File: src/rtl/load_store_unit_pkg.sv
// lsu_pkg: shared types and helpers for the load/store unit.
//   mem_size_t    - access size encoding carried on req_size
//   lsu_state_t   - control FSM states
//   is_misaligned - fault rule for a (size, addr[1:0]) pair
package lsu_pkg;

  typedef enum logic [1:0] {
    SZ_BYTE = 2'b00,
    SZ_HALF = 2'b01,
    SZ_WORD = 2'b10
  } mem_size_t;

  typedef enum logic [1:0] {
    IDLE  = 2'b00,
    WRITE = 2'b01,
    RESP  = 2'b10
  } lsu_state_t;

  // Size 2'b11 is not a legal encoding, so it always faults.
  function automatic logic is_misaligned(input logic [1:0] size, input logic [1:0] addr_lo);
    case (size)
      2'b00:   is_misaligned = 1'b0;
      2'b01:   is_misaligned = addr_lo[0];
      2'b10:   is_misaligned = (addr_lo != 2'b00);
      default: is_misaligned = 1'b1;
    endcase
  endfunction

endpackage

File: src/rtl/load_store_unit_if.sv
// load_store_unit_if: request/response and data-memory bus of the load/store unit.
//   req_*  : execute-stage request (valid/ready handshake)
//   resp_* : one-cycle completion pulse with load data and fault flag
//   mem_*  : word memory port, combinational read, synchronous write
// Modports: slave = the load/store unit, master = its environment.
interface load_store_unit_if #(
  parameter int ADDR_W = 14
) ();
  logic              req_valid;
  logic              req_ready;
  logic              req_we;
  logic [1:0]        req_size;
  logic              req_unsigned;
  logic [ADDR_W-1:0] req_addr;
  logic [31:0]       req_wdata;
  logic              resp_valid;
  logic [31:0]       resp_rdata;
  logic              resp_misaligned;
  logic              mem_w_enable;
  logic [ADDR_W-1:0] mem_addr;
  logic [31:0]       mem_w_data;
  logic [31:0]       mem_r_data;

  modport slave (
    input  req_valid, req_we, req_size, req_unsigned, req_addr, req_wdata, mem_r_data,
    output req_ready, resp_valid, resp_rdata, resp_misaligned,
           mem_w_enable, mem_addr, mem_w_data
  );

  modport master (
    output req_valid, req_we, req_size, req_unsigned, req_addr, req_wdata, mem_r_data,
    input  req_ready, resp_valid, resp_rdata, resp_misaligned,
           mem_w_enable, mem_addr, mem_w_data
  );
endinterface

File: src/rtl/load_store_unit_byte_lane.sv
// lsu_byte_lane: combinational lane logic shared by the load and store paths.
//   extract: i_ext_word/size/lane/unsigned -> o_ext_data (lane picked, extended)
//   merge  : i_mrg_old/new/size/lane       -> o_mrg_word (lane(s) replaced)
// Lanes are little-endian: byte lane = addr[1:0], half lane = addr[1].
module lsu_byte_lane
  import lsu_pkg::*;
(
  input  logic [31:0] i_ext_word,
  input  logic [1:0]  i_ext_size,
  input  logic [1:0]  i_ext_lane,
  input  logic        i_ext_unsigned,
  output logic [31:0] o_ext_data,
  input  logic [31:0] i_mrg_old,
  input  logic [31:0] i_mrg_new,
  input  logic [1:0]  i_mrg_size,
  input  logic [1:0]  i_mrg_lane,
  output logic [31:0] o_mrg_word
);
  logic [7:0]  w_byte;
  logic [15:0] w_half;
  logic [31:0] w_src;
  logic [3:0]  w_be;

  assign w_byte = i_ext_word[{i_ext_lane, 3'b000} +: 8];
  assign w_half = i_ext_word[{i_ext_lane[1], 4'b0000} +: 16];

  always_comb begin
    o_ext_data = i_ext_word;
    case (mem_size_t'(i_ext_size))
      SZ_BYTE: o_ext_data = {{24{~i_ext_unsigned & w_byte[7]}}, w_byte};
      SZ_HALF: o_ext_data = {{16{~i_ext_unsigned & w_half[15]}}, w_half};
      default: o_ext_data = i_ext_word;
    endcase
  end

  // Replicate the store data into every lane; the byte enables pick which lanes take it.
  always_comb begin
    w_src = i_mrg_new;
    case (mem_size_t'(i_mrg_size))
      SZ_BYTE: w_src = {4{i_mrg_new[7:0]}};
      SZ_HALF: w_src = {2{i_mrg_new[15:0]}};
      default: w_src = i_mrg_new;
    endcase
  end

  generate
    for (genvar gi = 0; gi < 4; gi++) begin : g_lane
      assign w_be[gi] = ((i_mrg_size == 2'b00) && (i_mrg_lane == 2'(gi))) ||
                        ((i_mrg_size == 2'b01) && (i_mrg_lane[1] == (gi >= 2))) ||
                        (i_mrg_size == 2'b10);
      assign o_mrg_word[8*gi +: 8] = w_be[gi] ? w_src[8*gi +: 8] : i_mrg_old[8*gi +: 8];
    end
  endgenerate
endmodule

File: src/rtl/load_store_unit.sv
// load_store_unit: turns byte/half/word loads and stores into whole-word
// memory accesses. Loads complete in one cycle, sub-word stores are a
// read-modify-write through the WRITE state, faults never touch memory.
//   clk, rst : clock, asynchronous active-high reset
//   bus      : request/response handshake and data-memory port (slave side)
module load_store_unit
  import lsu_pkg::*;
#(
  parameter int ADDR_W = 14,
  parameter int DATA_W = 32
) (
  input  logic               clk,
  input  logic               rst,
  load_store_unit_if.slave   bus
);
  lsu_state_t        r_state;
  lsu_state_t        w_state_next;
  logic [ADDR_W-1:0] r_addr;
  logic [1:0]        r_size;
  logic [DATA_W-1:0] r_wdata;
  logic [DATA_W-1:0] r_resp_rdata;
  logic              r_resp_misaligned;
  logic              w_accept;
  logic              w_fault;
  logic [31:0]       w_extracted;
  logic [31:0]       w_merged;

  assign w_accept = bus.req_valid && (r_state == IDLE);
  assign w_fault  = is_misaligned(bus.req_size, bus.req_addr[1:0]);

  // Extraction works on the live request (IDLE), merging on the registered store.
  lsu_byte_lane u_lane (
    .i_ext_word     (bus.mem_r_data),
    .i_ext_size     (bus.req_size),
    .i_ext_lane     (bus.req_addr[1:0]),
    .i_ext_unsigned (bus.req_unsigned),
    .o_ext_data     (w_extracted),
    .i_mrg_old      (bus.mem_r_data),
    .i_mrg_new      (r_wdata),
    .i_mrg_size     (r_size),
    .i_mrg_lane     (r_addr[1:0]),
    .o_mrg_word     (w_merged)
  );

  always_comb begin
    w_state_next        = r_state;
    bus.req_ready       = 1'b0;
    bus.resp_valid      = 1'b0;
    bus.mem_w_enable    = 1'b0;
    bus.mem_addr        = bus.req_addr;
    bus.mem_w_data      = '0;
    bus.resp_rdata      = r_resp_rdata;
    bus.resp_misaligned = r_resp_misaligned;
    case (r_state)
      IDLE: begin
        bus.req_ready = 1'b1;
        if (w_accept) begin
          w_state_next = (bus.req_we && !w_fault) ? WRITE : RESP;
        end
      end
      WRITE: begin
        bus.mem_addr     = {r_addr[ADDR_W-1:2], 2'b00};
        bus.mem_w_data   = w_merged;
        bus.mem_w_enable = 1'b1;
        w_state_next     = RESP;
      end
      RESP: begin
        bus.resp_valid = 1'b1;
        w_state_next   = IDLE;
      end
      default: w_state_next = IDLE;
    endcase
  end

  // Reset is asynchronous so an in-flight WRITE drops mem_w_enable immediately.
  always_ff @(posedge clk or posedge rst) begin
    if (rst) begin
      r_state           <= IDLE;
      r_addr            <= '0;
      r_size            <= '0;
      r_wdata           <= '0;
      r_resp_rdata      <= '0;
      r_resp_misaligned <= 1'b0;
    end else begin
      r_state <= w_state_next;
      case (r_state)
        IDLE: begin
          if (w_accept) begin
            if (w_fault) begin
              r_resp_misaligned <= 1'b1;
              r_resp_rdata      <= '0;
            end else if (bus.req_we) begin
              r_resp_misaligned <= 1'b0;
              r_addr            <= bus.req_addr;
              r_size            <= bus.req_size;
              r_wdata           <= bus.req_wdata;
            end else begin
              r_resp_misaligned <= 1'b0;
              r_resp_rdata      <= w_extracted;
            end
          end
        end
        WRITE: r_resp_rdata <= '0;
        default: ;
      endcase
    end
  end
endmodule

File: src/flat_wrapper.sv
// flat-port wrapper written by rule: the top's interface ports become plain ports
module load_store_unit_flat import lsu_pkg::*;
#(
  parameter int ADDR_W = 14,
  parameter int DATA_W = 32
)
  (clk, rst, bus_req_valid, bus_req_we, bus_req_size, bus_req_unsigned, bus_req_addr, bus_req_wdata, bus_mem_r_data, bus_req_ready, bus_resp_valid, bus_resp_rdata, bus_resp_misaligned, bus_mem_w_enable, bus_mem_addr, bus_mem_w_data);
  load_store_unit_if #(.ADDR_W(ADDR_W)) bus_i ();
  input  logic clk;
  input  logic rst;
  input wire logic [$bits(bus_i.req_valid)-1:0] bus_req_valid;
  input wire logic [$bits(bus_i.req_we)-1:0] bus_req_we;
  input wire logic [$bits(bus_i.req_size)-1:0] bus_req_size;
  input wire logic [$bits(bus_i.req_unsigned)-1:0] bus_req_unsigned;
  input wire logic [$bits(bus_i.req_addr)-1:0] bus_req_addr;
  input wire logic [$bits(bus_i.req_wdata)-1:0] bus_req_wdata;
  input wire logic [$bits(bus_i.mem_r_data)-1:0] bus_mem_r_data;
  output wire logic [$bits(bus_i.req_ready)-1:0] bus_req_ready;
  output wire logic [$bits(bus_i.resp_valid)-1:0] bus_resp_valid;
  output wire logic [$bits(bus_i.resp_rdata)-1:0] bus_resp_rdata;
  output wire logic [$bits(bus_i.resp_misaligned)-1:0] bus_resp_misaligned;
  output wire logic [$bits(bus_i.mem_w_enable)-1:0] bus_mem_w_enable;
  output wire logic [$bits(bus_i.mem_addr)-1:0] bus_mem_addr;
  output wire logic [$bits(bus_i.mem_w_data)-1:0] bus_mem_w_data;
  assign bus_i.req_valid = bus_req_valid;
  assign bus_i.req_we = bus_req_we;
  assign bus_i.req_size = bus_req_size;
  assign bus_i.req_unsigned = bus_req_unsigned;
  assign bus_i.req_addr = bus_req_addr;
  assign bus_i.req_wdata = bus_req_wdata;
  assign bus_i.mem_r_data = bus_mem_r_data;
  assign bus_req_ready = bus_i.req_ready;
  assign bus_resp_valid = bus_i.resp_valid;
  assign bus_resp_rdata = bus_i.resp_rdata;
  assign bus_resp_misaligned = bus_i.resp_misaligned;
  assign bus_mem_w_enable = bus_i.mem_w_enable;
  assign bus_mem_addr = bus_i.mem_addr;
  assign bus_mem_w_data = bus_i.mem_w_data;
  load_store_unit #(.ADDR_W(ADDR_W), .DATA_W(DATA_W)) u_core (.clk(clk), .rst(rst), .bus(bus_i));
endmodule
File: config.mk
export PLATFORM = sky130hd
export DESIGN_NAME = load_store_unit_flat
export DESIGN_NICKNAME = d
export VERILOG_FILES = /design/src/rtl/load_store_unit_pkg.sv /design/src/rtl/load_store_unit_if.sv /design/src/rtl/load_store_unit_byte_lane.sv /design/src/rtl/load_store_unit.sv /design/src/flat_wrapper.sv
export SDC_FILE = /design/constraint.sdc
export NUM_CORES = 1
export LEC_CHECK = 0
export ABC_AREA = 1
export BUFFER_PORTS_ARGS = -buffer_cell sky130_fd_sc_hd__buf_2
export CORE_MARGIN = 5
export CORE_UTILIZATION = 30
export DETAILED_ROUTE_END_ITERATION = 6
export PLACE_DENSITY = 0.5
export SLEW_MARGIN = 20
export SYNTH_ARGS = -nofsm -noshare
export SYNTH_HDL_FRONTEND = slang
export SYNTH_SLANG_ARGS = --single-unit
File: constraint.sdc
create_clock -name clk -period 3.7 [get_ports clk]
set_input_delay 0.74 -clock clk [delete_from_list [all_inputs] [get_ports clk]]
set_output_delay 0.74 -clock clk [all_outputs]
set_load 0.05 [all_outputs]
; Yosys cells after proc, flatten, opt, wreduce, memory -nomap -nowiden
; Cells that the tools add are included.
[totals]
ff_bits = 83
input_bits = 85
output_inout_bits = 82
wordCells = 70
[classes]
eq_ne = 11
n_shift = 2
n_mux = 20
bitwise = 5
reduce_logical = 26
[op_table]
columns = operator, n
row1 = $pmux W32 S2, 3
row2 = $mux W32, 4
row3 = $mux W8, 4
row4 = $shiftx A32 B6 Y16, 1
row5 = $shiftx A32 B6 Y8, 1
row6 = $mux W14, 1
row7 = $eq A2 B2 Y1 const B, 5
row8 = $eq A2 B1 Y1 const B, 4
row9 = $logic_and A1 B1 Y1, 8
row10 = $logic_not A2 Y1, 4
row11 = $logic_or A1 B1 Y1, 8
row12 = $mux W1, 4
row13 = $mux W2, 2
row14 = $pmux W2 S2, 1
row15 = $reduce_and A4 Y1, 1
row16 = $reduce_bool A2 Y1, 2
row17 = $ne A3 B2 Y1 const B, 1
row18 = $not A1 Y1, 3
row19 = $pmux W1 S3, 1
row20 = $reduce_and A3 Y1, 1
row21 = $and A1 B1 Y1, 2
row22 = $ne A2 B1 Y1 const B, 1
row23 = $reduce_and A2 Y1, 1
row24 = $logic_not A1 Y1, 1

; Logic depth before layout (Yosys ltp)
; Gate-level depths: netlist of the first run.
[logic_depth]
ltp_word = 7
ltp_mapped = 10
depth_no_buf = 9

; Modules after synthesis
; From an unflattened synthesis of the first run, not the netlist that was laid out.
[unflattened]
hier_cells = 874
area_unflattened_um2 = 5931.9
[modules_own_cells]
columns = mod, n_inst, cells_each, area_each_um2, seq_area_each_um2
row1 = load_store_unit, 1, 526, 4055.1, 2077.0
row2 = lsu_byte_lane, 1, 348, 1876.8, 0.0

; Least setup slack after synthesis of the first run
; Ideal clock, no wire load.
[synth_timing]
path_kind = register -> output
startpoint = reg u_core.r_state[1]
endpoint = out bus_mem_addr[10]
arrival_time_ns = 1.981
required_time_ns = 2.960
slack_ns = 0.979
stages_incl_launch_ff = 6
n_path_buf = 2
cell_sequence = dfrtp_1 -> inv_1 -> nand2_1 -> buf_2 -> clkbuf_1 -> o21ai_0
[synth_between]
elab_chain_len = 2
[synth_lines]
columns = element, line
row1 = start: declaration, load_store_unit.sv:16  ; lsu_state_t r_state;
row2 = start signal: assignment, load_store_unit.sv:85  ; r_state <= w_state_next;
row3 = $eq A2 B1 Y1, load_store_unit.sv:54  ; case (r_state)
row4 = $mux W14, load_store_unit.sv:54
row5 = end: declaration, flat_wrapper.sv:23  ; output wire logic [$bits(bus_i.mem_addr)-1:0] bus_mem_addr;
; Every way passes these cells.

; Worst setup path in the final report of the first run
[layout_timing]
startpoint = reg u_core.r_size[1]
endpoint = out bus_mem_w_data[31]
[layout_between]
elab_chain_len = 6
[layout_lines]
columns = element, line
row1 = start: declaration, load_store_unit.sv:19  ; logic [1:0] r_size;
row2 = start signal: assignment, load_store_unit.sv:95  ; r_size <= bus.req_size;
row3 = $eq A2 B1 Y1 or $logic_not A2 Y1 (tied branches), "load_store_unit_byte_lane.sv:39, load_store_unit_byte_lane.sv:49, load_store_unit_byte_lane.sv:48"
row4 = "$logic_and A1 B1 Y1, on equally long branches", "load_store_unit_byte_lane.sv:49, load_store_unit_byte_lane.sv:48"
row5 = $logic_or A1 B1 Y1, load_store_unit_byte_lane.sv:48  ; assign w_be[gi] = ((i_mrg_size == 2'b00) && (i_mrg_lane == 2'(gi))) ||
row6 = $logic_or A1 B1 Y1, load_store_unit_byte_lane.sv:49  ; ((i_mrg_size == 2'b01) && (i_mrg_lane[1] == (gi >= 2))) ||
row7 = $mux W8 (*), load_store_unit_byte_lane.sv:51  ; assign o_mrg_word[8*gi +: 8] = w_be[gi] ? w_src[8*gi +: 8] : i_mrg_old[8*gi +: 8];
row8 = $mux W32 (*), load_store_unit.sv:54
row9 = end: declaration, flat_wrapper.sv:24  ; output wire logic [$bits(bus_i.mem_w_data)-1:0] bus_mem_w_data;
; Every way passes the cells marked *; elsewhere a longest branch is shown, timed or not.

==> results of run 1 <==
[final cells by class]
| type | count | area (µm²) | area share [%] |
|---|---|---|---|
| repair buffers | 173 | 895.9 | 14.02 |
| clock inverters | 6 | 48.80 | 0.7638 |
| clock buffers | 10 | 239.0 | 3.741 |
| flip-flops and latches | 83 | 2077 | 32.51 |
| inverters | 63 | 241.5 | 3.780 |
| well taps | 225 | 281.5 | 4.407 |
| multi-input cells | 586 | 2603 | 40.74 |
| diodes | 1 | 2.502 | 0.03917 |
[how the worst min path moves through the flow]
stage | start | endpoint | slack (ns)
after floorplan | u_core.r_wdata[25]$_DFFE_PP0P_ | u_core.r_wdata[25]$_DFFE_PP0P_ | 0.44
after global placement | u_core.bus.resp_rdata[5]$_DFFE_PP0P_ | u_core.bus.resp_rdata[5]$_DFFE_PP0P_ | 0.46
after detailed placement | u_core.bus.resp_rdata[5]$_DFFE_PP0P_ | u_core.bus.resp_rdata[5]$_DFFE_PP0P_ | 0.46
after CTS | u_core.bus.resp_rdata[11]$_DFFE_PP0P_ | u_core.bus.resp_rdata[11]$_DFFE_PP0P_ | 0.48
after global routing | u_core.bus.resp_rdata[25]$_DFFE_PP0P_ | u_core.bus.resp_rdata[25]$_DFFE_PP0P_ | 0.50
final | u_core.bus.resp_rdata[5]$_DFFE_PP0P_ | u_core.bus.resp_rdata[5]$_DFFE_PP0P_ | 0.48
[critical path: stages (launching register included)]
cell and delay [ns]:
dfrtp_1 0.63, inv_2 0.30, nor2_1 0.08, inv_2 0.10, nand3_1 0.26, inv_1 0.28, nor2_1 0.09, nor2_1 0.15
buf_2 0.29
[per-layer routing]
metal  part of all wire (%)  vias up
li1                       -     2690
met1                     48     2375
met2                     45      146
met3                    5.4       20
met4                    1.8        0
met5                      0        -
[sequential cells by signal, indices dropped and copies added (netlist names)]
name,cells
u_core.bus.resp_misaligned,1
u_core.bus.resp_rdata,32
u_core.r_addr,14
u_core.r_size,2
u_core.r_state,2
u_core.r_wdata,32
[metrics by stage]
stage               setup slack (ns)  instance area [µm²]  utilization, %  std cells  power, mW
floorplan                     0.8232                 5171               -        767      2.183
global placement              0.8308                 6098           35.63       1130      2.496
detailed placement            0.8022                 6098           35.63       1130      2.498
CTS                           0.4085                 6386           37.31       1146      3.400
global route                  0.1471                 6389           37.32       1147      3.597
finish                        0.4184                 6389           37.32       1147      3.375
[synthesized netlist by cell type, types with 3 or more instances]
master    count
nor2_4        5
nand3_2       4
inv_1        53
buf_6        12
clkbuf_1      5
nand2_4       3
a21oi_1      26
nor2_1      122
nand2_1     287
o21ai_1      13
buf_4         3
buf_2        15
o21ai_2      20
nand3_1      31
nor3_1        4
o21ai_0      59
or2_2         3
inv_2         8
dfrtp_1      83
[report_power, final]
part / internal (mW) / switching (mW) / total (mW) / leakage, nW
clock: 0.478 / 0.414 / 0.893 / 0.131
combinational: 0.357 / 0.907 / 1.26 / 2.41
sequential: 1.09 / 0.124 / 1.22 / 1.06
[logic make-up (layout without fill, tap and decap cells)]
kind of cell    Yosys count  after routing  synth area share, %
other cells               0              1                    0
buf+inv                  98            252                9.509
flops                    83             83                40.16
simple gates            466            466                37.16
compound gates          120            120                13.16
==> impl_metrics.yaml, run 1 <==
pwr:
  ir_drop_mv: 0.2412
  leakagePower_nw: 3.602
  powerDensity_mw_per_mm2: 528.3
synth:
  synthCells: 767
  synth.net_count: 852
  yosys_warnings: 0
  syn_area_per_cell_um2: 6.742
  synthTopCellsByArea: "dfrtp_1 40%, nand2_1 21%, nor2_1 8.9%"
  syn-cell-area_mm2: 0.005171
  yosysSeqAreaShare_pct: 40.16
  synth_area_leader_cell: "dfrtp_1"
  ys_ff_latch: 83
  ys_async_sr_fraction_pct: 100.0
  synth_cell_types: 28
  yosysTopAreaCellShare_pct: 40.16
  synth-main-ff-cell: "dfrtp_1"
  synth_edf_count: 0
sta:
  fmaxAchievable_ghz: 0.3047
  max_slew_margin_pct: 53.92
  period_share_pct: 88.69
  whs_ns: 0.4783
  period_needed_ns: 3.282
  finalMaxSlewViolations: 0
  fin_setup_tns_ns: 0
  setup_viol: 0
  hold_violations: 0
  rsz0062_at_grt: "false"
  tightest_slew_ns: 0.6905
  fin_worst_skew_ns: 0.006294
worst_setup_path:
  crit_path_end: "bus_mem_w_data[31]"
  required_ns: 2.96
  r2r_slack_ns: 1.53
  cp-start-kind: "register"
  r2r-start: "u_core.r_state[1]$_DFFE_PP0P_"
  crit_type: "register to output pin"
  startpoint: "u_core.r_size[1]$_DFFE_PP0P_"
  timing.rr.end: "u_core.bus.resp_rdata[30]$_DFFE_PP0P_"
  cp_max_fo: 20
  end_kind: "output pin"
  reg2reg_depth: 7
  arrival_ns: 2.54
layout:
  layout_commonest_cell: "nand2_1"
  final_nets: 1001
  fill_cells: 1902
  layout_common_cells: "287 x nand2_1, 166 x buf_2, 122 x nor2_1, 83 x dfrtp_1, 59 x o21ai_0"
  drive_gt1_share_pct: 26.17
  areaGrowthSynthToFinish_pct: 23.54
detailed_routing:
  drtIter0Drc: 456
  drt_wl_total_mm: 18.47
  vias_per_cell: 4.561
  drc: 0
  wire_per_inst_um: 16.10
  dr.pass1.iters: 5
  vias: 5231
  ant_nets: 0
clock_tree:
  clkLatencyLatePin_ns: 0.35
  cts_setup_buffers: 0
  cts_tree: "yes"
  cts_resized: 0
  root_buffer: "clkbuf_16"
  cts_buffer_depth: 2
  h-tree-depth: 3
  cts_made_buffers: 9
  cts_sinks: 83
  clk_pin_slew_ns: 0.07
  cts_hold_buf: 0
floorplan:
  core_area_mm2: 0.01712
  start_util_pct: 30.21
  dieArea_mm2: 0.01996
  rows: 48
  die_x_um: 141.3
  num_io_pins: 167
  die_h_um: 141.3
global_routing:
  grt_use_met3_pct: 4.044
  track_usage_pct: 18.61
  grt_pass1_vias: 5084
  gr-usage-met1_pct: 27.05
  grt-ovfl-total: 0
  grt_pass1_wl_mm: 28.81
  grt.busiest_layer: "met2"
  antenna_found_initial: 1
  grt_max_degree: 84
  met2_usage_pct: 27.77
place:
  dp_hpwl_mm: 13.96
  gp_congestion: 0.8505
  port_buffers: 166
worst_hold_path:
  min_path_cells: 2
  min_path_type: "register to register"
job:
  max_cap_violations: 0
status:
  status: "finished, final reports clean"
No activity file was read; power rests on OpenSTA's default activity.
==> run 2: changes to the inputs <==
==> constraint.sdc (replaced) <==
create_clock -name clk -period 3.9 [get_ports clk]
set_input_delay 0.78 -clock clk [delete_from_list [all_inputs] [get_ports clk]]
set_output_delay 0.78 -clock clk [all_outputs]
set_load 0.05 [all_outputs]
==> impl_metrics.yaml, run 2 (synthesis results as in run 1) <==
worst_setup_path:
  end_kind: "output pin"
  crit_type: "register to output pin"
  cp_max_fo: 20
  arrival_ns: 2.55
  required_ns: 3.12
  cp-start-kind: "register"
layout:
  multi_input_area_mm2: 0.002603
  fill_cells: 1912
  instances_no_fill: 1145
  layout_common_cells: "287 x nand2_1, 166 x buf_2, 122 x nor2_1, 83 x dfrtp_1, 59 x o21ai_0"
  layout_commonest_cell: "nand2_1"
  drive_gt1_share_pct: 26.01
  areaGrowthSynthToFinish_pct: 24.46
  seq_area_mm2: 0.002077
  final_nets: 999
sta:
  tightest_slew_ns: 0.7393
  rsz0062_at_grt: "false"
  fin_worst_skew_ns: 0.007810
  hold_violations: 0
  max_slew_margin_pct: 50.66
  fmaxAchievable_ghz: 0.3002
  period_share_pct: 85.41
  fin_setup_tns_ns: 0
  period_needed_ns: 3.331
  fin_ws_ns: 0.5691
  finalMaxSlewViolations: 0
  setup_viol: 0
  whs_ns: 0.4727
pwr:
  clkPwrFrac_pct: 30.5
  fin_total_pwr_mw: 3.389
  leakagePower_nw: 3.628
  switching_share_pct: 40.38
  p_int_mw: 2.020
  power_switching_mw: 1.368
  p_comb_share_pct: 35.4
  powerDensity_mw_per_mm2: 526.5
  ir_drop_mv: 0.2269
  seqPwrFrac_pct: 34.1
clock_tree:
  cts_sinks: 83
  cts_setup_buffers: 0
  clk_pin_slew_ns: 0.06
  h-tree-depth: 3
  cts_resized: 0
  cts_made_buffers: 9
  cts_tree: "yes"
  cts_hold_buf: 0
  root_buffer: "clkbuf_16"
  clkLatencyLatePin_ns: 0.35
  cts_buffer_depth: 2
global_routing:
  grt_pass1_vias: 4978
  track_usage_pct: 18.71
  grt_max_degree: 47
  antenna_found_initial: 1
  grt-ovfl-total: 0
  grt_pass1_wl_mm: 28.81
job:
  max_cap_violations: 0
place:
  dp_slack_ns: 0.9581
  gp_congestion: 0.8478
  dp_hpwl_mm: 14.13
  port_buffers: 166
  dp.cells: 1128
detailed_routing:
  drt_wl_total_mm: 18.64
  drc: 0
  dr.pass1.iters: 5
  met1_length_mm: 8.976
  highest_layer: "met4"
  dr_wl_met2_mm: 8.488
  vias_per_cell: 4.601
  drtIter0Drc: 377
  wire_per_inst_um: 16.28
  vias: 5268
  ant_nets: 0
  dr_wl_met3_um: 996
floorplan:
  num_io_pins: 167
  dieArea_mm2: 0.01996
  die_h_um: 141.3
  core_area_mm2: 0.01712
  start_util_pct: 30.21
  rows: 48
  die_x_um: 141.3
worst_hold_path:
  min_path_type: "register to register"
status:
  status: "finished, final reports clean"
-- run 2: cell types whose count changed in the layout (fill, tap and decap cells not counted) --
cell        before  now
bufinv_16        0    3
buf_4            6    4
clkinv_4         2    0
clkinvlp_4       3    1
clkinv_2         2    3
-- run 2: path summary, 6_finish.rpt --
path                                                       start  cells past startpoint  slack (ns)                                    end
max                                 u_core.r_size[1]$_DFFE_PP0P_                      8        0.57                     bus_mem_w_data[31]
min                        u_core.bus.resp_rdata[10]$_DFFE_PP0P_                      2        0.47  u_core.bus.resp_rdata[10]$_DFFE_PP0P_
max reg2reg                        u_core.r_state[1]$_DFFE_PP0P_                      7        1.78  u_core.bus.resp_rdata[30]$_DFFE_PP0P_
min reg2reg                u_core.bus.resp_rdata[10]$_DFFE_PP0P_                      2        0.47  u_core.bus.resp_rdata[10]$_DFFE_PP0P_
max in group asynchronous                                    rst                      3        2.52   u_core.bus.resp_rdata[9]$_DFFE_PP0P_
min in group asynchronous                                    rst                      2        0.51         u_core.r_wdata[21]$_DFFE_PP0P_
-- run 2: critical path: stages, from the launching register on --
cell     delay (ns)
dfrtp_1        0.63
inv_2          0.30
nor2_1         0.08
inv_2          0.10
nand3_1        0.26
inv_1          0.26
nor2_1         0.08
nor2_1         0.19
buf_2          0.30
-- run 2: final cells by class --
class | count | share of cell area (%)
clock buffers | 10 | 3.713
inverters | 63 | 3.752
multi-input cells | 586 | 40.44
repair buffers | 171 | 13.69
clock inverters | 6 | 1.730
well taps | 225 | 4.374
flip-flops and latches | 83 | 32.27
diodes | 1 | 0.03888
-- run 2: stage by stage --
stage	util [%]	area, µm²
final	37.60	6436
after global routing	37.60	6436
after CTS	37.59	6434
after detailed placement	35.54	6083
after global placement	35.54	6083
after floorplan	-	5171
-- run 2: power groups by stage --
stage                     Sequential [mW]  Clock, mW  Combinational [mW]
after floorplan                      1.26          0               0.812
after global placement               1.17          0                1.20
after detailed placement             1.17          0                1.20
after CTS                            1.15       1.05                1.20
after global routing                 1.18       1.08                1.34
final                                1.16       1.03                1.20
-- run 2: routing by layer --
metal | GRT usage (%) | up-vias
met5 | 0 | -
met4 | 5.048 | 0
met3 | 4.213 | 11
met2 | 28.29 | 135
met1 | 26.98 | 2433
li1 | - | 2689
==> run 3: changes to the inputs <==
--- a/config.mk
+++ b/config.mk
@@ -11,6 +11,7 @@
 export CORE_UTILIZATION = 30
 export DETAILED_ROUTE_END_ITERATION = 6
 export PLACE_DENSITY = 0.5
+export REMOVE_ABC_BUFFERS = 1
 export SLEW_MARGIN = 20
 export SYNTH_ARGS = -nofsm -noshare
 export SYNTH_HDL_FRONTEND = slang
==> impl_metrics.yaml, run 3 (synthesis results as in run 1) <==
place:
  place_area_mm2: 0.006106
  dp.cells: 1129
  gp_congestion: 0.8521
  dp_slack_ns: 0.9589
  dp_hpwl_mm: 13.61
  port_buffers: 166
layout:
  drive_gt1_share_pct: 26.20
  areaGrowthSynthToFinish_pct: 23.66
  layout_commonest_cell: "nand2_1"
  final_area_mm2: 0.006395
  layout_common_cells: "286 x nand2_1, 166 x buf_2, 122 x nor2_1, 83 x dfrtp_1, 59 x o21ai_0"
  antenna_cells: 0
  instances_no_fill: 1145
  fin_util_pct: 37.36
  final_nets: 1000
detailed_routing:
  drt_wl_total_mm: 18.11
  vias: 5352
  dr.pass1.iters: 5
  drc: 0
  ant_nets: 0
  vias_per_cell: 4.674
  drtIter0Drc: 386
  wire_per_inst_um: 15.82
worst_setup_path:
  required_ns: 3.12
  crit_type: "register to output pin"
  cp_max_fo: 20
  end_kind: "output pin"
  arrival_ns: 2.59
  cp-start-kind: "register"
sta:
  tightest_slew_ns: 0.7327
  period_share_pct: 86.35
  setup_viol: 0
  fin_ws_ns: 0.5324
  max_slew_margin_pct: 51.10
  fin_setup_tns_ns: 0
  period_needed_ns: 3.368
  finalMaxSlewViolations: 0
  fin_worst_skew_ns: 0.01087
  fmaxAchievable_ghz: 0.2969
  rsz0062_at_grt: "false"
  hold_violations: 0
  whs_ns: 0.4764
global_routing:
  grt-ovfl-total: 0
  grt_max_degree: 53
  grt_pass1_vias: 5141
  track_usage_pct: 18.31
  grt_pass1_wl_mm: 28.67
  antenna_found_initial: 1
clock_tree:
  cts_hold_buf: 0
  root_buffer: "clkbuf_16"
  cts_tree: "yes"
  clkLatencyLatePin_ns: 0.35
  h-tree-depth: 3
  cts_setup_buffers: 0
  cts_buffer_depth: 2
  clk_pin_slew_ns: 0.06
  cts_sinks: 83
  cts_resized: 0
  cts_made_buffers: 9
floorplan:
  core_area_mm2: 0.01712
  die_x_um: 141.3
  rows: 48
  dieArea_mm2: 0.01996
  num_io_pins: 167
  start_util_pct: 30.21
  die_h_um: 141.3
pwr:
  clkPwrFrac_pct: 26.3
  power_switching_mw: 1.363
  seqPwrFrac_pct: 35.8
  fin_total_pwr_mw: 3.209
  powerDensity_mw_per_mm2: 501.7
  p_int_mw: 1.846
  switching_share_pct: 42.48
  ir_drop_mv: 0.2104
  p_comb_share_pct: 37.9
  leakagePower_nw: 3.610
job:
  max_cap_violations: 0
status:
  status: "finished, final reports clean"
worst_hold_path:
  min_path_type: "register to register"
-- run 3: changes by cell type in the layout (fill, tap and decap cells not counted), sizes merged --
cell,change
bufinv,-3
buf,+1
clkbuf,+1
clkinv,+1
diode,-1
inv,+1
-- run 3: cell type report --
cell class                 count  area [µm²]
clock buffer                  11       252.7
clock inverter                 5       35.03
fill                        1940       10720
inverter                      63       242.7
multi-input combinational    586        2605
sequential                    83        2077
tap                          225       281.5
timing repair buffer         172       900.9
-- run 3: path summary, 6_finish.rpt --
kind / start / endpoint / slack [ns] / cells past startpoint
worst max register to register: u_core.r_state[1]$_DFFE_PP0P_ / u_core.bus.resp_rdata[13]$_DFFE_PP0P_ / 1.89 / 7
min in group asynchronous: rst / u_core.bus.resp_rdata[27]$_DFFE_PP0P_ / 0.54 / 2
worst min register to register: u_core.bus.resp_rdata[5]$_DFFE_PP0P_ / u_core.bus.resp_rdata[5]$_DFFE_PP0P_ / 0.48 / 2
worst max-delay path: u_core.r_size[1]$_DFFE_PP0P_ / bus_mem_w_data[25] / 0.53 / 8
worst min-delay path: u_core.bus.resp_rdata[5]$_DFFE_PP0P_ / u_core.bus.resp_rdata[5]$_DFFE_PP0P_ / 0.48 / 2
max in group asynchronous: rst / u_core.r_addr[13]$_DFFE_PP0P_ / 2.70 / 3
-- run 3: power by group through the flow --
stage          combinational [mW]  sequential (mW)  clock [mW]
2_1_floorplan               0.741             1.27           0
3_3_place_gp                 1.21             1.17           0
3_5_place_dp                 1.22             1.16           0
4_1_cts                      1.22             1.15       0.867
5_1_grt                      1.36             1.17       0.900
6_report                     1.22             1.15       0.843
-- run 3: per-layer routing --
metal	part of all wire, %	global-route usage, %	vias to the layer above
li1	-	-	2688
met4	1.4	4.284	2
met3	7.7	4.213	18
met2	44	27.36	187
met5	0.061	0	-
met1	47	26.90	2457
-- run 3: worst max-delay path, stage by stage (launching register included) --
cell     delay [ns]
dfrtp_1        0.63
inv_2          0.30
nor2_1         0.08
inv_2          0.10
nand3_1        0.31
inv_1          0.28
a21oi_1        0.06
nor2_1         0.17
buf_2          0.30
